### config.mk
export PLATFORM = sky130hd
export DESIGN_NAME = cac_command_sequencer_flat
export DESIGN_NICKNAME = d
export VERILOG_FILES = /design/src/rtl/cac_command_sequencer_if.sv /design/src/rtl/cac_command_sequencer.sv /design/src/flat_wrapper.sv
export SDC_FILE = /design/constraint.sdc
export NUM_CORES = 1
export LEC_CHECK = 0
export CORE_ASPECT_RATIO = 0.7
export CORE_MARGIN = 2
export CORE_UTILIZATION = 56
export DETAILED_ROUTE_END_ITERATION = 8
export PLACE_DENSITY_LB_ADDON = 0.12
export RECOVER_POWER = 100
export SLEW_MARGIN = 20
export SYNTH_ARGS = -nofsm -noshare
export SYNTH_HDL_FRONTEND = slang
export SYNTH_SLANG_ARGS = --single-unit
### constraint.sdc
create_clock -name clk_cac -period 6.55 [get_ports clk_cac]
set_clock_uncertainty 0.1 [all_clocks]
set_input_delay 1.31 -clock clk_cac [delete_from_list [all_inputs] [get_ports clk_cac]]
set_output_delay 1.31 -clock clk_cac [all_outputs]
set_load 0.05 [all_outputs]
### src/rtl/cac_command_sequencer_if.sv
// Byte-stream and settings-memory signals of the CAC command sequencer.
// master = sequencer side, slave = UART buffers / settings ROM and RAM side.
interface cac_command_sequencer_if #(
  parameter int ADDR_WIDTH = 8
);
  logic [7:0]            rx_data;
  logic                  rx_valid;
  logic                  rx_error;
  logic [7:0]            tx_data;
  logic                  tx_valid;
  logic                  tx_ready;
  logic                  ram_we;
  logic                  ram_re;
  logic [ADDR_WIDTH-1:0] ram_addr;
  logic [7:0]            ram_wdata;
  logic [7:0]            ram_rdata;
  logic                  rom_re;
  logic [ADDR_WIDTH-1:0] rom_addr;
  logic [7:0]            rom_rdata;

  // tx: tx_valid/tx_data held stable until the cycle tx_valid & tx_ready are both 1.
  // rx: rx_valid and rx_error are single-cycle strobes with no backpressure.
  modport master (
    input  rx_data, rx_valid, rx_error, tx_ready, ram_rdata, rom_rdata,
    output tx_data, tx_valid, ram_we, ram_re, ram_addr, ram_wdata, rom_re, rom_addr
  );

  modport slave (
    output rx_data, rx_valid, rx_error, tx_ready, ram_rdata, rom_rdata,
    input  tx_data, tx_valid, ram_we, ram_re, ram_addr, ram_wdata, rom_re, rom_addr
  );
endinterface

### src/rtl/cac_command_sequencer.sv
// Parses 5-byte command frames (A5 CMD ADDR DATA CHK), runs a RAM write, RAM read
// or ROM read, and answers with a 4-byte response frame (5A STATUS DATA RCHK).
module cac_command_sequencer #(
  parameter int ADDR_WIDTH     = 8,
  parameter int ROM_LENGTH     = 16,
  parameter int RAM_LENGTH     = 16,
  parameter int TIMEOUT_CYCLES = 100000
) (
  input  logic                  clk_cac,
  input  logic                  rst_cac,
  cac_command_sequencer_if.master bus,
  output logic                  busy,
  output logic [7:0]            err_count,
  output logic [3:0]            state_dbg
);

  typedef enum logic [3:0] {
    S_IDLE, S_R_CMD, S_R_ADDR, S_R_DATA, S_R_CHK, S_EXEC, S_RD_WAIT,
    S_T_HDR, S_T_STAT, S_T_DATA, S_T_CHK
  } state_t;

  localparam int TW = $clog2(TIMEOUT_CYCLES + 1);

  state_t        state_q, state_d;
  logic [7:0]    cmd_q, addr_q, data_q, chk_q;
  logic [7:0]    status_q, resp_q, err_q;
  logic [TW-1:0] tmo_q;
  logic [7:0]    exec_status;
  logic          cmd_ok, addr_ok, in_rx, byte_in, tmo_hit, err_evt;

  assign in_rx   = (state_q == S_R_CMD) || (state_q == S_R_ADDR) ||
                   (state_q == S_R_DATA) || (state_q == S_R_CHK);
  // a simultaneous rx_error discards the byte
  assign byte_in = bus.rx_valid && !bus.rx_error;
  // counter reaches TIMEOUT_CYCLES-1 on this edge with no byte arriving
  assign tmo_hit = in_rx && !bus.rx_valid && (tmo_q == TW'(TIMEOUT_CYCLES - 2));

  assign cmd_ok  = (cmd_q == 8'h01) || (cmd_q == 8'h02) || (cmd_q == 8'h03);
  assign addr_ok = (cmd_q == 8'h03) ? ({24'd0, addr_q} < 32'(ROM_LENGTH))
                                    : ({24'd0, addr_q} < 32'(RAM_LENGTH));

  always_comb begin
    exec_status = 8'h00;
    if (chk_q != (cmd_q ^ addr_q ^ data_q)) exec_status = 8'h01;
    else if (!cmd_ok)                       exec_status = 8'h02;
    else if (!addr_ok)                      exec_status = 8'h03;
  end

  // state register
  always_ff @(posedge clk_cac) begin
    if (rst_cac) state_q <= S_IDLE;
    else         state_q <= state_d;
  end

  // next state
  always_comb begin
    state_d = state_q;
    err_evt = 1'b0;
    case (state_q)
      S_IDLE: if (byte_in && bus.rx_data == 8'hA5) state_d = S_R_CMD;
      S_R_CMD, S_R_ADDR, S_R_DATA, S_R_CHK: begin
        if (bus.rx_error || tmo_hit) begin
          state_d = S_IDLE;
          err_evt = 1'b1;
        end else if (bus.rx_valid) begin
          case (state_q)
            S_R_CMD:  state_d = S_R_ADDR;
            S_R_ADDR: state_d = S_R_DATA;
            S_R_DATA: state_d = S_R_CHK;
            default:  state_d = S_EXEC;
          endcase
        end
      end
      S_EXEC: begin
        err_evt = (exec_status != 8'h00);
        state_d = (exec_status == 8'h00 && cmd_q != 8'h01) ? S_RD_WAIT : S_T_HDR;
      end
      S_RD_WAIT: state_d = S_T_HDR;
      S_T_HDR:   if (bus.tx_ready) state_d = S_T_STAT;
      S_T_STAT:  if (bus.tx_ready) state_d = S_T_DATA;
      S_T_DATA:  if (bus.tx_ready) state_d = S_T_CHK;
      S_T_CHK:   if (bus.tx_ready) state_d = S_IDLE;
      default:   state_d = S_IDLE;
    endcase
  end

  // frame fields, response registers, timeout and error counters
  always_ff @(posedge clk_cac) begin
    if (rst_cac) begin
      cmd_q    <= 8'h00;
      addr_q   <= 8'h00;
      data_q   <= 8'h00;
      chk_q    <= 8'h00;
      status_q <= 8'h00;
      resp_q   <= 8'h00;
      err_q    <= 8'h00;
      tmo_q    <= '0;
    end else begin
      if (byte_in) begin
        case (state_q)
          S_R_CMD:  cmd_q  <= bus.rx_data;
          S_R_ADDR: addr_q <= bus.rx_data;
          S_R_DATA: data_q <= bus.rx_data;
          S_R_CHK:  chk_q  <= bus.rx_data;
          default:  ;
        endcase
      end
      if (state_q == S_EXEC) begin
        status_q <= exec_status;
        resp_q   <= (exec_status == 8'h00 && cmd_q == 8'h01) ? data_q : 8'h00;
      end
      if (state_q == S_RD_WAIT)
        resp_q <= (cmd_q == 8'h03) ? bus.rom_rdata : bus.ram_rdata;
      if (err_evt && err_q != 8'hFF) err_q <= err_q + 8'd1;
      if (!in_rx || bus.rx_valid) tmo_q <= '0;
      else                        tmo_q <= tmo_q + TW'(1);
    end
  end

  // outputs
  always_comb begin
    bus.tx_valid = 1'b0;
    bus.tx_data  = 8'h00;
    bus.ram_we   = 1'b0;
    bus.ram_re   = 1'b0;
    bus.rom_re   = 1'b0;
    case (state_q)
      S_EXEC: begin
        bus.ram_we = (exec_status == 8'h00) && (cmd_q == 8'h01);
        bus.ram_re = (exec_status == 8'h00) && (cmd_q == 8'h02);
        bus.rom_re = (exec_status == 8'h00) && (cmd_q == 8'h03);
      end
      S_T_HDR:  begin bus.tx_valid = 1'b1; bus.tx_data = 8'h5A;             end
      S_T_STAT: begin bus.tx_valid = 1'b1; bus.tx_data = status_q;          end
      S_T_DATA: begin bus.tx_valid = 1'b1; bus.tx_data = resp_q;            end
      S_T_CHK:  begin bus.tx_valid = 1'b1; bus.tx_data = status_q ^ resp_q; end
      default:  ;
    endcase
  end

  assign bus.ram_addr  = ADDR_WIDTH'(addr_q);
  assign bus.rom_addr  = ADDR_WIDTH'(addr_q);
  assign bus.ram_wdata = data_q;
  assign busy          = (state_q != S_IDLE);
  assign err_count     = err_q;
  assign state_dbg     = state_q;

endmodule

### src/flat_wrapper.sv
// flat-port wrapper written by rule: the top's interface ports become plain ports
module cac_command_sequencer_flat 
#(
  parameter int ADDR_WIDTH     = 8,
  parameter int ROM_LENGTH     = 16,
  parameter int RAM_LENGTH     = 16,
  parameter int TIMEOUT_CYCLES = 100000
)
  (clk_cac, rst_cac, busy, err_count, state_dbg, bus_rx_data, bus_rx_valid, bus_rx_error, bus_tx_ready, bus_ram_rdata, bus_rom_rdata, bus_tx_data, bus_tx_valid, bus_ram_we, bus_ram_re, bus_ram_addr, bus_ram_wdata, bus_rom_re, bus_rom_addr);
  cac_command_sequencer_if #(.ADDR_WIDTH(ADDR_WIDTH)) bus_i ();
  input  logic clk_cac;
  input  logic rst_cac;
  output logic busy;
  output logic [7:0] err_count;
  output logic [3:0] state_dbg;
  input wire logic [$bits(bus_i.rx_data)-1:0] bus_rx_data;
  input wire logic [$bits(bus_i.rx_valid)-1:0] bus_rx_valid;
  input wire logic [$bits(bus_i.rx_error)-1:0] bus_rx_error;
  input wire logic [$bits(bus_i.tx_ready)-1:0] bus_tx_ready;
  input wire logic [$bits(bus_i.ram_rdata)-1:0] bus_ram_rdata;
  input wire logic [$bits(bus_i.rom_rdata)-1:0] bus_rom_rdata;
  output wire logic [$bits(bus_i.tx_data)-1:0] bus_tx_data;
  output wire logic [$bits(bus_i.tx_valid)-1:0] bus_tx_valid;
  output wire logic [$bits(bus_i.ram_we)-1:0] bus_ram_we;
  output wire logic [$bits(bus_i.ram_re)-1:0] bus_ram_re;
  output wire logic [$bits(bus_i.ram_addr)-1:0] bus_ram_addr;
  output wire logic [$bits(bus_i.ram_wdata)-1:0] bus_ram_wdata;
  output wire logic [$bits(bus_i.rom_re)-1:0] bus_rom_re;
  output wire logic [$bits(bus_i.rom_addr)-1:0] bus_rom_addr;
  assign bus_i.rx_data = bus_rx_data;
  assign bus_i.rx_valid = bus_rx_valid;
  assign bus_i.rx_error = bus_rx_error;
  assign bus_i.tx_ready = bus_tx_ready;
  assign bus_i.ram_rdata = bus_ram_rdata;
  assign bus_i.rom_rdata = bus_rom_rdata;
  assign bus_tx_data = bus_i.tx_data;
  assign bus_tx_valid = bus_i.tx_valid;
  assign bus_ram_we = bus_i.ram_we;
  assign bus_ram_re = bus_i.ram_re;
  assign bus_ram_addr = bus_i.ram_addr;
  assign bus_ram_wdata = bus_i.ram_wdata;
  assign bus_rom_re = bus_i.rom_re;
  assign bus_rom_addr = bus_i.rom_addr;
  cac_command_sequencer #(.ADDR_WIDTH(ADDR_WIDTH), .ROM_LENGTH(ROM_LENGTH), .RAM_LENGTH(RAM_LENGTH), .TIMEOUT_CYCLES(TIMEOUT_CYCLES)) u_core (.clk_cac(clk_cac), .rst_cac(rst_cac), .bus(bus_i), .busy(busy), .err_count(err_count), .state_dbg(state_dbg));
endmodule
==> impl_results.md <==
- Count of fill cells added during filler insertion: around 570
- Share of the core filled with cells: 72.0%
- Final #Nets: 531
- First-pass GRT wire length: 16100 um
- CTS clock-pin slew for the worst setup and hold paths: 0.08 ns
- Lkg Pwr: approximately 2.1 nW
- Primary FF master, synth: sky130_fd_sc_hd__dfxtp_1
- Core Area: between 6000 and 7000 um2
- Commonest cells after routing, fill and taps aside: 72 x sky130_fd_sc_hd__nor2_1, 71 x sky130_fd_sc_hd__dfxtp_1, 50 x sky130_fd_sc_hd__dlygate4sd3_1
- Most common cell after layout, fill and taps aside: sky130_fd_sc_hd__nor2_1
- ANT nets after route: 0
- Root buffer cell: sky130_fd_sc_hd__clkbuf_8
- Hold buffer count at CTS: 0
- Clock network fraction of design power: 41.4%
- Signal arrival time at the worst endpoint: 3.48 ns
- Number of top-level pins: 78
- Cts bufs inserted: 9
- Largest fanout on the critical path: 5
- Average cell area after synthesis: 8.94 um2
- Pwr Total: 971 uW
- Setup total negative slack: 0 ns
- Horizontal die dimension: 104 um
- Number of different library cells in the post-synthesis netlist: 69
- Pin count of the biggest net entering global routing: 56
- Number of warning messages in the yosys log: 0
- Worst Path Required: 5.14 ns
- Post-synthesis instance total: 436
- Sequential share of power: 46.1%
- DR vias/cell: 5.79
- Tightest Pin Transition: 2.37 ns
- Number of enable flip-flop cells after synthesis: 0
- DPL Wire Length: 7120 um
- Maximum level of the CTS H-tree: 3
- Diodes inserted: 0
- Type of origin of the critical path: register
- # clock sinks: approximately 70
- Worst Hold Margin: between 0.3 and 0.4 ns
- Syn_nets: 468
- RSZ-0062 raised after global routing: false
- Die Ht: 73.8 um
- Post-CTS setup repair buffer count: 0
- Worst min-delay path category: reg -> reg
- Proportion of register bits with asynchronous set or reset after synthesis: 0%
- Final setup fails: 0
- Maximum clock rate: between 0.2 and 0.25 GHz
- Share of synthesized area occupied by flip-flops and latches: 36.4%
- Routed vias: 3460
- Drt wl/cell: 17.2 um
- Type of the worst setup path: reg -> out
- Result of the run: finished, violations left
- Worst vdd ir: 0.000134 V
- Signed area change from the synthesized netlist to the final layout: 24.7%
- Switching share of power: 26.9%
- Type of destination of the critical path: output port
- Power share of the combinational group: 12.5%
- Post-CTS sizing: 0
- Number of port buffers: 77
- Pwr Density: about 200 nW/um2
- Shortest clock period the worst path allows after layout: slightly below 5 ns
- Area enclosed by the die boundary: 7660 um2
- Residual DRC count: 0
- Relative max-transition margin: -57.9%
- Pint: between 700 and 800 uW
- Switching power of the nets: 262 uW
- Final count of pins violating max slew: 56
- Share of the cycle needed by the critical path after routing: 74.7%
- DRT Wirelength: 10300 um
- Synth Register Bits: 71
- First-pass iteration count of the detailed router: 5
- Total gr overflow: 0
- Max-cap violation count: 1
- Antenna violations before repair: 0
- Via count of the first global-routing pass: 3143
- Initial Utilization: 57.7%
- Clock tree buffer depth: 2
- Latest clock arrival within the worst-skew pair: 0.35 ns
- Number of rows created at floorplan: 25
- Final hold viol count: 0
- Clock tree from TritonCTS: done
- Share of layout cells above drive strength 1: 8.53%
- Failing checks: capacitance limit, slew limit
- Final weighted congestion in routability-driven placement: 0.846
- Detailed router's first-iteration violation count: 246
- GRT Overall Usage: between 20% and 30%
- Mapped Area: 3900 um2
power groups by stage:
| stage | Sequential, mW | Combinational, mW | Clock [mW] |
|---|---|---|---|
| after floorplan | 0.460 | 0.0736 | 0 |
| after global placement | 0.457 | 0.118 | 0 |
| after detailed placement | 0.457 | 0.120 | 0 |
| after CTS | 0.447 | 0.122 | 0.408 |
| after global routing | 0.449 | 0.129 | 0.424 |
| final | 0.448 | 0.121 | 0.402 |
critical path, stage by stage, from the launching register on:
cell	delay (ns)
sky130_fd_sc_hd__dfxtp_1	0.33
sky130_fd_sc_hd__nor4_1	0.39
sky130_fd_sc_hd__and2_2	0.25
sky130_fd_sc_hd__or3b_4	0.45
sky130_fd_sc_hd__or3_2	0.54
sky130_fd_sc_hd__nor4_2	0.24
sky130_fd_sc_hd__dlygate4sd3_1	0.92
routing by layer:
metal  vias to the layer above  track usage, %  wire length (um)
li1                       1679               -                 -
met1                      1629            36.0              4680
met2                       136            41.9              4550
met3                        16            9.49               910
met4                         0            7.96               133
met5                         -               0                 0
area by class of cell:
class	instances	area, um2	area share (%)
Multi-Input combinational cell	331	2290	47.1
Timing Repair Buffer	78	772	15.9
Clock buffer	10	138	2.83
Tap cell	94	118	2.42
Sequential cell	71	1420	29.2
Clock inverter	6	92.6	1.90
Inverter	8	30.0	0.618
cells by family (layout without fill, tap and decap cells):
kind of cell,count (synthesis),in the layout,synth area share [%]
buf+inv,34,102,4.81
compound gates,77,77,14.2
simple gates,171,171,24.1
flops,71,71,36.4
xor+xnor,36,36,8.08
mux,44,44,11.4
fa+ha+maj,3,3,0.963
metrics by stage:
step | instances | setup slack [ns] | cell area (um2)
finish | 598 | 1.66 | 4860
CTS | 598 | 1.71 | 4860
global route | 598 | 1.48 | 4860
detailed placement | 582 | 2.10 | 4630
global placement | 582 | 2.19 | 4630
floorplan | 436 | 1.61 | 3900
path summary, 6_finish.rpt:
| kind | startpoint | end | slack [ns] | cells after the start |
|---|---|---|---|---|
| setup / recovery | u_core.cmd_q[3]$_SDFFE_PP0P_ | bus_ram_re | 1.66 | 6 |
| setup reg to reg | u_core.state_dbg[1]$_SDFFE_PP0P_ | u_core.resp_q[6]$_SDFFE_PP0P_ | 3.71 | 6 |
| hold reg to reg | u_core.resp_q[5]$_SDFFE_PP0P_ | u_core.resp_q[5]$_SDFFE_PP0P_ | 0.39 | 2 |
| hold / removal | u_core.resp_q[5]$_SDFFE_PP0P_ | u_core.resp_q[5]$_SDFFE_PP0P_ | 0.39 | 2 |
Yosys cell counts (all sizes together), types with 5 or more instances:
library cell  number  area share (%)
nand3             12             1.5
a21oi             20             2.7
a21o               5            0.99
o31ai              9             2.1
or3                6            0.99
clkbuf            16             2.1
o21ai             12             1.5
inv                8            0.77
nor2              72             6.9
nor4               5             1.3
xor2              11             2.5
nand4              7             1.5
and2               7             1.2
mux2i             41              11
xnor2             25             5.6
nor3              11             1.4
a2111oi            5             1.6
nand2             17             1.6
dfxtp             71              36
buf                9             1.7
sequential cells by signal, summed over array words and instances, names as in the netlist:
| register | cells |
|---|---|
| u_core.bus.ram_addr | 8 |
| u_core.state_dbg | 4 |
| u_core.tmo_q | 17 |
| u_core.err_count | 8 |
| u_core.chk_q | 8 |
| u_core.status_q | 2 |
| u_core.cmd_q | 8 |
| u_core.resp_q | 8 |
| u_core.bus.ram_wdata | 8 |
Note: power is estimated with default switching activity, not from simulation.
